`config.mk`:
```
export PLATFORM = sky130hd
export DESIGN_NAME = systolic_cmd_sequencer_flat
export DESIGN_NICKNAME = d
export VERILOG_FILES = /design/src/rtl/systolic_cmd_sequencer_if.sv /design/src/rtl/systolic_cmd_sequencer.sv /design/src/flat_wrapper.sv
export SDC_FILE = /design/constraint.sdc
export NUM_CORES = 1
export LEC_CHECK = 0
export ABC_AREA = 1
export CAP_MARGIN = 20
export CORE_AREA = 2 2 263 265
export CTS_BUF_LIST = sky130_fd_sc_hd__clkbuf_4
export DETAILED_ROUTE_END_ITERATION = 10
export DIE_AREA = 0 0 265 267
export PLACE_DENSITY_LB_ADDON = 0.15
export SLEW_MARGIN = 20
export SYNTH_ARGS = -nofsm -noshare
export SYNTH_HDL_FRONTEND = slang
export SYNTH_SLANG_ARGS = --single-unit
```
`constraint.sdc`:
```
create_clock -name clk -period 2.25 [get_ports clk]
set_clock_uncertainty 0.15 [all_clocks]
set_input_delay 0.5625 -clock clk [delete_from_list [all_inputs] [get_ports clk]]
set_output_delay 0.5625 -clock clk [all_outputs]
set_load 0.03 [all_outputs]
```
`src/rtl/systolic_cmd_sequencer_if.sv`:
```
// Command, response and systolic-array signals of the job sequencer.
// master: the sequencer side; slave: the coprocessor/array environment side.
interface systolic_cmd_sequencer_if #(
   parameter int PE_ROW = 4,
   parameter int PE_COL = 4,
   parameter int DWIDTH = 8
);
   localparam int MW = PE_ROW * PE_COL * DWIDTH;

   logic          cmd_valid;
   logic          cmd_ready;
   logic [MW-1:0] cmd_weight;
   logic [MW-1:0] cmd_data;
   logic          rsp_valid;
   logic          rsp_ready;
   logic [MW-1:0] rsp_result;
   logic          rsp_error;
   logic [15:0]   rsp_cycles;
   logic [MW-1:0] din_data;
   logic [1:0]    PEmode;
   logic          out_valid;
   logic [MW-1:0] result;
   logic          load_is_finish;
   logic          final_is_finish;

   modport master (
      input  cmd_valid, cmd_weight, cmd_data, rsp_ready, result, load_is_finish, final_is_finish,
      output cmd_ready, rsp_valid, rsp_result, rsp_error, rsp_cycles, din_data, PEmode, out_valid
   );

   modport slave (
      output cmd_valid, cmd_weight, cmd_data, rsp_ready, result, load_is_finish, final_is_finish,
      input  cmd_ready, rsp_valid, rsp_result, rsp_error, rsp_cycles, din_data, PEmode, out_valid
   );
endinterface

```
`src/rtl/systolic_cmd_sequencer.sv`:
```
// Runs one matrix-multiply job through the systolic array: weight load, data load, wait for
// completion, then return the captured result (or a timeout error) on the response port.
module systolic_cmd_sequencer #(
   parameter int PE_ROW  = 4,
   parameter int PE_COL  = 4,
   parameter int DWIDTH  = 8,
   parameter int TIMEOUT = 1024
) (
   input logic                      clk,
   input logic                      rst_n,
   systolic_cmd_sequencer_if.master sif
);
   localparam int MW = PE_ROW * PE_COL * DWIDTH;
   localparam int TW = $clog2(TIMEOUT + 1);

   typedef enum logic [2:0] {IDLE, WLOAD, WWAIT, DLOAD, CALC, RESP} state_t;

   state_t        state, state_nxt;
   logic [MW-1:0] data_q;
   logic [TW-1:0] tmo_cnt;
   logic [15:0]   cyc_cnt, cyc_cur;
   logic          fin_prev, fin_rise, tmo_hit, cmd_fire, rsp_fire;

   always_comb begin
      state_nxt = state;
      cmd_fire  = sif.cmd_valid && sif.cmd_ready;
      rsp_fire  = sif.rsp_valid && sif.rsp_ready;
      fin_rise  = sif.final_is_finish && !fin_prev;
      tmo_hit   = (tmo_cnt == TW'(TIMEOUT - 1));
      // cyc_cnt holds completed CALC cycles; cyc_cur includes the current one.
      cyc_cur   = (cyc_cnt == 16'hFFFF) ? cyc_cnt : cyc_cnt + 16'd1;
      case (state)
         IDLE:    if (cmd_fire) state_nxt = WLOAD;
         WLOAD:   state_nxt = WWAIT;
         WWAIT:   if (sif.load_is_finish) state_nxt = DLOAD;
                  else if (tmo_hit)       state_nxt = RESP;
         DLOAD:   state_nxt = CALC;
         CALC:    if (fin_rise || tmo_hit) state_nxt = RESP;
         RESP:    if (rsp_fire) state_nxt = IDLE;
         default: state_nxt = IDLE;
      endcase
   end

   always_ff @(posedge clk) begin
      if (!rst_n) begin
         state          <= IDLE;
         data_q         <= '0;
         tmo_cnt        <= '0;
         cyc_cnt        <= '0;
         fin_prev       <= 1'b0;
         sif.cmd_ready  <= 1'b1;
         sif.rsp_valid  <= 1'b0;
         sif.rsp_error  <= 1'b0;
         sif.rsp_result <= '0;
         sif.rsp_cycles <= '0;
         sif.din_data   <= '0;
         sif.PEmode     <= 2'b00;
         sif.out_valid  <= 1'b0;
      end else begin
         state         <= state_nxt;
         fin_prev      <= sif.final_is_finish;
         sif.cmd_ready <= (state_nxt == IDLE);
         sif.rsp_valid <= (state_nxt == RESP);
         sif.out_valid <= (state_nxt != IDLE) && (state_nxt != RESP);
         case (state_nxt)
            WLOAD:       sif.PEmode <= 2'b01;
            DLOAD, CALC: sif.PEmode <= 2'b11;
            default:     sif.PEmode <= 2'b00;
         endcase

         // din_data doubles as the weight register from acceptance until DLOAD.
         if (cmd_fire) begin
            sif.din_data <= sif.cmd_weight;
            data_q       <= sif.cmd_data;
         end else if (state_nxt == DLOAD) begin
            sif.din_data <= data_q;
         end

         if ((state_nxt == state) && ((state == WWAIT) || (state == CALC)))
            tmo_cnt <= tmo_cnt + TW'(1);
         else
            tmo_cnt <= '0;

         if (cmd_fire || (state == DLOAD))
            cyc_cnt <= '0;
         else if (state == CALC)
            cyc_cnt <= cyc_cur;

         if ((state_nxt == RESP) && (state != RESP)) begin
            sif.rsp_error  <= !((state == CALC) && fin_rise);
            sif.rsp_result <= ((state == CALC) && fin_rise) ? sif.result : '0;
            sif.rsp_cycles <= (state == CALC) ? cyc_cur : cyc_cnt;
         end
      end
   end
endmodule
```
`src/flat_wrapper.sv`:
```
// flat-port wrapper written by rule: the top's interface ports become plain ports
module systolic_cmd_sequencer_flat 
#(
   parameter int PE_ROW  = 4,
   parameter int PE_COL  = 4,
   parameter int DWIDTH  = 8,
   parameter int TIMEOUT = 1024
)
  (clk, rst_n, sif_cmd_valid, sif_cmd_weight, sif_cmd_data, sif_rsp_ready, sif_result, sif_load_is_finish, sif_final_is_finish, sif_cmd_ready, sif_rsp_valid, sif_rsp_result, sif_rsp_error, sif_rsp_cycles, sif_din_data, sif_PEmode, sif_out_valid);
  systolic_cmd_sequencer_if #(.PE_ROW(PE_ROW), .PE_COL(PE_COL), .DWIDTH(DWIDTH)) sif_i ();
  input logic clk;
  input logic rst_n;
  input wire logic [$bits(sif_i.cmd_valid)-1:0] sif_cmd_valid;
  input wire logic [$bits(sif_i.cmd_weight)-1:0] sif_cmd_weight;
  input wire logic [$bits(sif_i.cmd_data)-1:0] sif_cmd_data;
  input wire logic [$bits(sif_i.rsp_ready)-1:0] sif_rsp_ready;
  input wire logic [$bits(sif_i.result)-1:0] sif_result;
  input wire logic [$bits(sif_i.load_is_finish)-1:0] sif_load_is_finish;
  input wire logic [$bits(sif_i.final_is_finish)-1:0] sif_final_is_finish;
  output wire logic [$bits(sif_i.cmd_ready)-1:0] sif_cmd_ready;
  output wire logic [$bits(sif_i.rsp_valid)-1:0] sif_rsp_valid;
  output wire logic [$bits(sif_i.rsp_result)-1:0] sif_rsp_result;
  output wire logic [$bits(sif_i.rsp_error)-1:0] sif_rsp_error;
  output wire logic [$bits(sif_i.rsp_cycles)-1:0] sif_rsp_cycles;
  output wire logic [$bits(sif_i.din_data)-1:0] sif_din_data;
  output wire logic [$bits(sif_i.PEmode)-1:0] sif_PEmode;
  output wire logic [$bits(sif_i.out_valid)-1:0] sif_out_valid;
  assign sif_i.cmd_valid = sif_cmd_valid;
  assign sif_i.cmd_weight = sif_cmd_weight;
  assign sif_i.cmd_data = sif_cmd_data;
  assign sif_i.rsp_ready = sif_rsp_ready;
  assign sif_i.result = sif_result;
  assign sif_i.load_is_finish = sif_load_is_finish;
  assign sif_i.final_is_finish = sif_final_is_finish;
  assign sif_cmd_ready = sif_i.cmd_ready;
  assign sif_rsp_valid = sif_i.rsp_valid;
  assign sif_rsp_result = sif_i.rsp_result;
  assign sif_rsp_error = sif_i.rsp_error;
  assign sif_rsp_cycles = sif_i.rsp_cycles;
  assign sif_din_data = sif_i.din_data;
  assign sif_PEmode = sif_i.PEmode;
  assign sif_out_valid = sif_i.out_valid;
  systolic_cmd_sequencer #(.PE_ROW(PE_ROW), .PE_COL(PE_COL), .DWIDTH(DWIDTH), .TIMEOUT(TIMEOUT)) u_core (.clk(clk), .rst_n(rst_n), .sif(sif_i));
endmodule
```
==> impl_results.md, run 1 <==
- Outcome: completed
- Grt ovf: 0
- XOR/XNOR Fraction of Synth Area: 0.547%
- Arrival time at the worst endpoint: around 2.7 ns
- WP buf/inv: 5
- Setup CP Type: input port to register
- Pre-antenna DRT Iters: 5
- Vias in the first global route: ~19000
- Period utilisation layout: 95.5%
- Hpwl dp: 48.5 mm
- Max Cap Viol: 0
- Largest net degree at the start of global routing: 92
- Synth Instances: slightly above 2000
- Synth Area in Simple Gates: between 20% and 30%
- Global-route wire length before repair: 105 mm
- P&R area growth vs syn: 84.7%
- Slew @ Worst Pin: roughly 0.5 ns
- Reg clk slew, reported paths: around 0.06 ns
- Netlist Area Pre-Place: 16000 sq um
- Yosys reg bits: between 400 and 500
- Slowest Stage Delay on Critical Path: 0.52 ns
- Placer Congestion: approximately 0.81
- Synthesized net count: 2467
- Nature of the critical path startpoint: input port
- Vias/cell: 4.45
- 1st-iter DRT viols: 987
- Layout cells sized above 1: 23.7%
- H-tree depth: 4
- Tmin final: 2.15 ns
- Clock sinks: between 400 and 500
- Total core area: 68000 sq um
- HP Class: input port to register
- Worst EP required: 2.83 ns
- Clock tree buffer depth: 3
- Clk_lat worst skew: slightly below 0.9 ns
- Count of final max-slew check failures: 0
- Routed wire length: 69.4 mm
- Cts bufs inserted: 132
- Most used cells in the layout excluding fill and tap cells: nand2_1, clkdlybuf4s50_1, dlygate4sd3_1
- Multiplexer area fraction after synthesis: 0%
- Most frequent cell on the critical path: nand2_1
- Row count: 96
- Top delay family on crit path: buffers and inverters
- Unrepaired setup endpoints after global routing: true
- Main combinational cell family by area after synthesis: simple AND/OR/NAND/NOR gates
- Via count: 18300
- Setup tns final: 0 ns
- Die X: between 200 and 300 um
- TritonCTS clock tree: built
- Final setup vio count: 0
- Worst-path maximum fanout: 13
- # fillers: 6774
- CP Cell Sequence: dlygate4sd3_1 > clkdlybuf4s50_1 > inv_1 > nor2_1 > nand3_1 > nand2_1 > nor2_1 > nand2_1 > nand3_4 > buf_12 > buf_4 > nand2_1 > a21oi_1
- CTS Root Cell: clkbuf_4
- Post-synthesis sequential area ratio: 54.7%
- Commonest non-fill, non-tap cell in the layout: nand2_1
- Routed wire per std cell: 16.8 um
- Die area: between 70000 and 80000 sq um
- Chip height: 267 um
- Number of I/O port buffers: 667
- Final Hold Fails: 0
- Drt drc: 0
- Yosys warning count: 0
- GRT Util Overall: between 10% and 20%
- Initial Util: 23.5%
- Syn avg cell area: 7.71 sq um
- IO Count: about 670
- Pwr Density: slightly below 800 nW/um^2
- Final-stage net count: 3539
- Total chip power: 22.9 mW
- Worst IR Drop VDD: roughly 0.00036 V
- Leakage power: 11.8 nW
- Final ANT Viol Nets: 0
- Compound-Gate Fraction of Synth Area: 18.0%
- Initial antenna violation count: 7
- F_max: 465 MHz
- Headroom to the max-slew limit: 66.4%
- Synth cell types: 26
- Slowest stage cell, crit path: dlygate4sd3_1
- Synth Area in Adders: 0.156%
- Crit end category: register
## state kept, by name, summed over array words and instances, names as in the netlist, 2 cells and up
signal / flops
u_core.state: 3
u_core.tmo_cnt: 11
u_core.data_q: 128
u_core.sif.PEmode: 2
u_core.sif.din_data: 128
u_core.sif.rsp_result: 128
u_core.sif.rsp_cycles: 16
u_core.cyc_cnt: 16
## synthesized netlist by cell type
library cell | number | area (sq um)
buf_6 | 10 | 113
clkbuf_1 | 117 | 439
xnor2_1 | 3 | 26.3
nor2_2 | 1 | 6.26
xor2_1 | 7 | 61.3
and2_1 | 5 | 31.3
nand3b_1 | 5 | 37.5
buf_2 | 15 | 75.1
nor2_1 | 74 | 278
inv_1 | 55 | 206
nand2_2 | 2 | 12.5
dfxtp_1 | 437 | 8750
buf_1 | 8 | 30.0
nand4_1 | 4 | 25.0
o21ai_0 | 141 | 706
o21bai_1 | 2 | 15.0
nor3_1 | 2 | 10.0
a31oi_1 | 129 | 807
or2_2 | 1 | 6.26
inv_2 | 3 | 11.3
o31ai_1 | 1 | 7.51
nand3_2 | 2 | 20.0
nand3_1 | 24 | 120
ha_1 | 2 | 25.0
nand2_1 | 755 | 2830
a21oi_1 | 270 | 1350
## final timing paths
path	from	endpoint	slack, ns	depth (start not counted)
worst max-delay path	sif_final_is_finish	u_core.sif.rsp_result[53]	0.10	13
worst min-delay path	sif_cmd_weight[9]	u_core.sif.din_data[9]	0.16	3
worst max register to register	u_core.tmo_cnt[1]	u_core.sif.rsp_result[53]	0.21	10
worst min register to register	u_core.tmo_cnt[0]	u_core.tmo_cnt[0]	0.28	1
## layout make-up
type                            count  area, sq um  share of cell area [%]
Timing Repair Buffer             1088        11200                    37.8
Sequential cell                   437         9010                    30.5
Multi-Input combinational cell   1430         6410                    21.7
Clock buffer                      190         1430                    4.83
Tap cell                          882         1100                    3.73
Inverter                           58          234                   0.792
Clock inverter                     28          185                   0.627
Antenna cell                        5         12.5                  0.0423
## metrics by stage
step / instance area, sq um / hold slack [ns] / worst slack (ns) / util, % / instances
CTS: 29500 / 0.0000288 / -0.0444 / 43.4 / 4113
floorplan: 16000 / 0.280 / 0.340 / - / 2075
global route: 29600 / 0.0487 / -0.00873 / 43.5 / 4118
detailed placement: 24000 / 0.295 / -0.267 / 35.3 / 3547
global placement: 24000 / 0.292 / -0.240 / 35.3 / 3547
finish: 29600 / 0.158 / 0.100 / 43.5 / 4118
## worst reg2reg max path, delay by kind of cell (launching register included)
family | cells | cell delay, ns
fa+ha+maj | 1 | 0.20
compound gates | 1 | 0.06
flops | 1 | 0.35
buf+inv | 2 | 0.36
simple gates | 6 | 0.78
## report_power, final
part	internal, mW	switching (mW)	total [mW]
clock	4.08	3.52	7.60
combinational	2.78	3.41	6.19
sequential	8.61	0.459	9.07
total	15.5	7.39	22.9
## timing repair
| item | 4_1_cts | 5_1_grt |
|---|---|---|
| setup endpoints to repair | 278 | 99 |
| resized for setup | 2084 | 4 |
| endpoints found under the hold margin | 360 | 0 |
| pin swaps | 0 | 0 |
| hold buffers | 341 | 0 |
| buffers inserted | 7 | 0 |
## routing by layer
layer,track usage [%],routed length (um),vias to the layer above
li1,-,-,9081
met3,7.08,5670,125
met1,20.9,27600,8446
met2,32.4,33800,653
met4,8.49,2290,2
met5,0,8,-
## logic make-up after synthesis
logic type,after synthesis
buffers and inverters,208
XOR/XNOR,10
flip-flops,437
AND/OR/NAND/NOR,875
adder cells (fa/ha/maj),2
AO/OA/AOI/OAI,543
(Power assumes the default switching activity.)
==> run 2, diff against run 1 <==
Settings changed: GPL_ROUTABILITY_DRIVEN set to 0.
==> results of run 2 <==
The final DEF is identical to that of run 1; final timing and power are the same.
==> run 3, diff against run 2 <==
Settings changed: CTS_CLUSTER_SIZE set to 30.
==> results of run 3 <==
The final DEF is identical to that of run 1; final timing and power are the same.
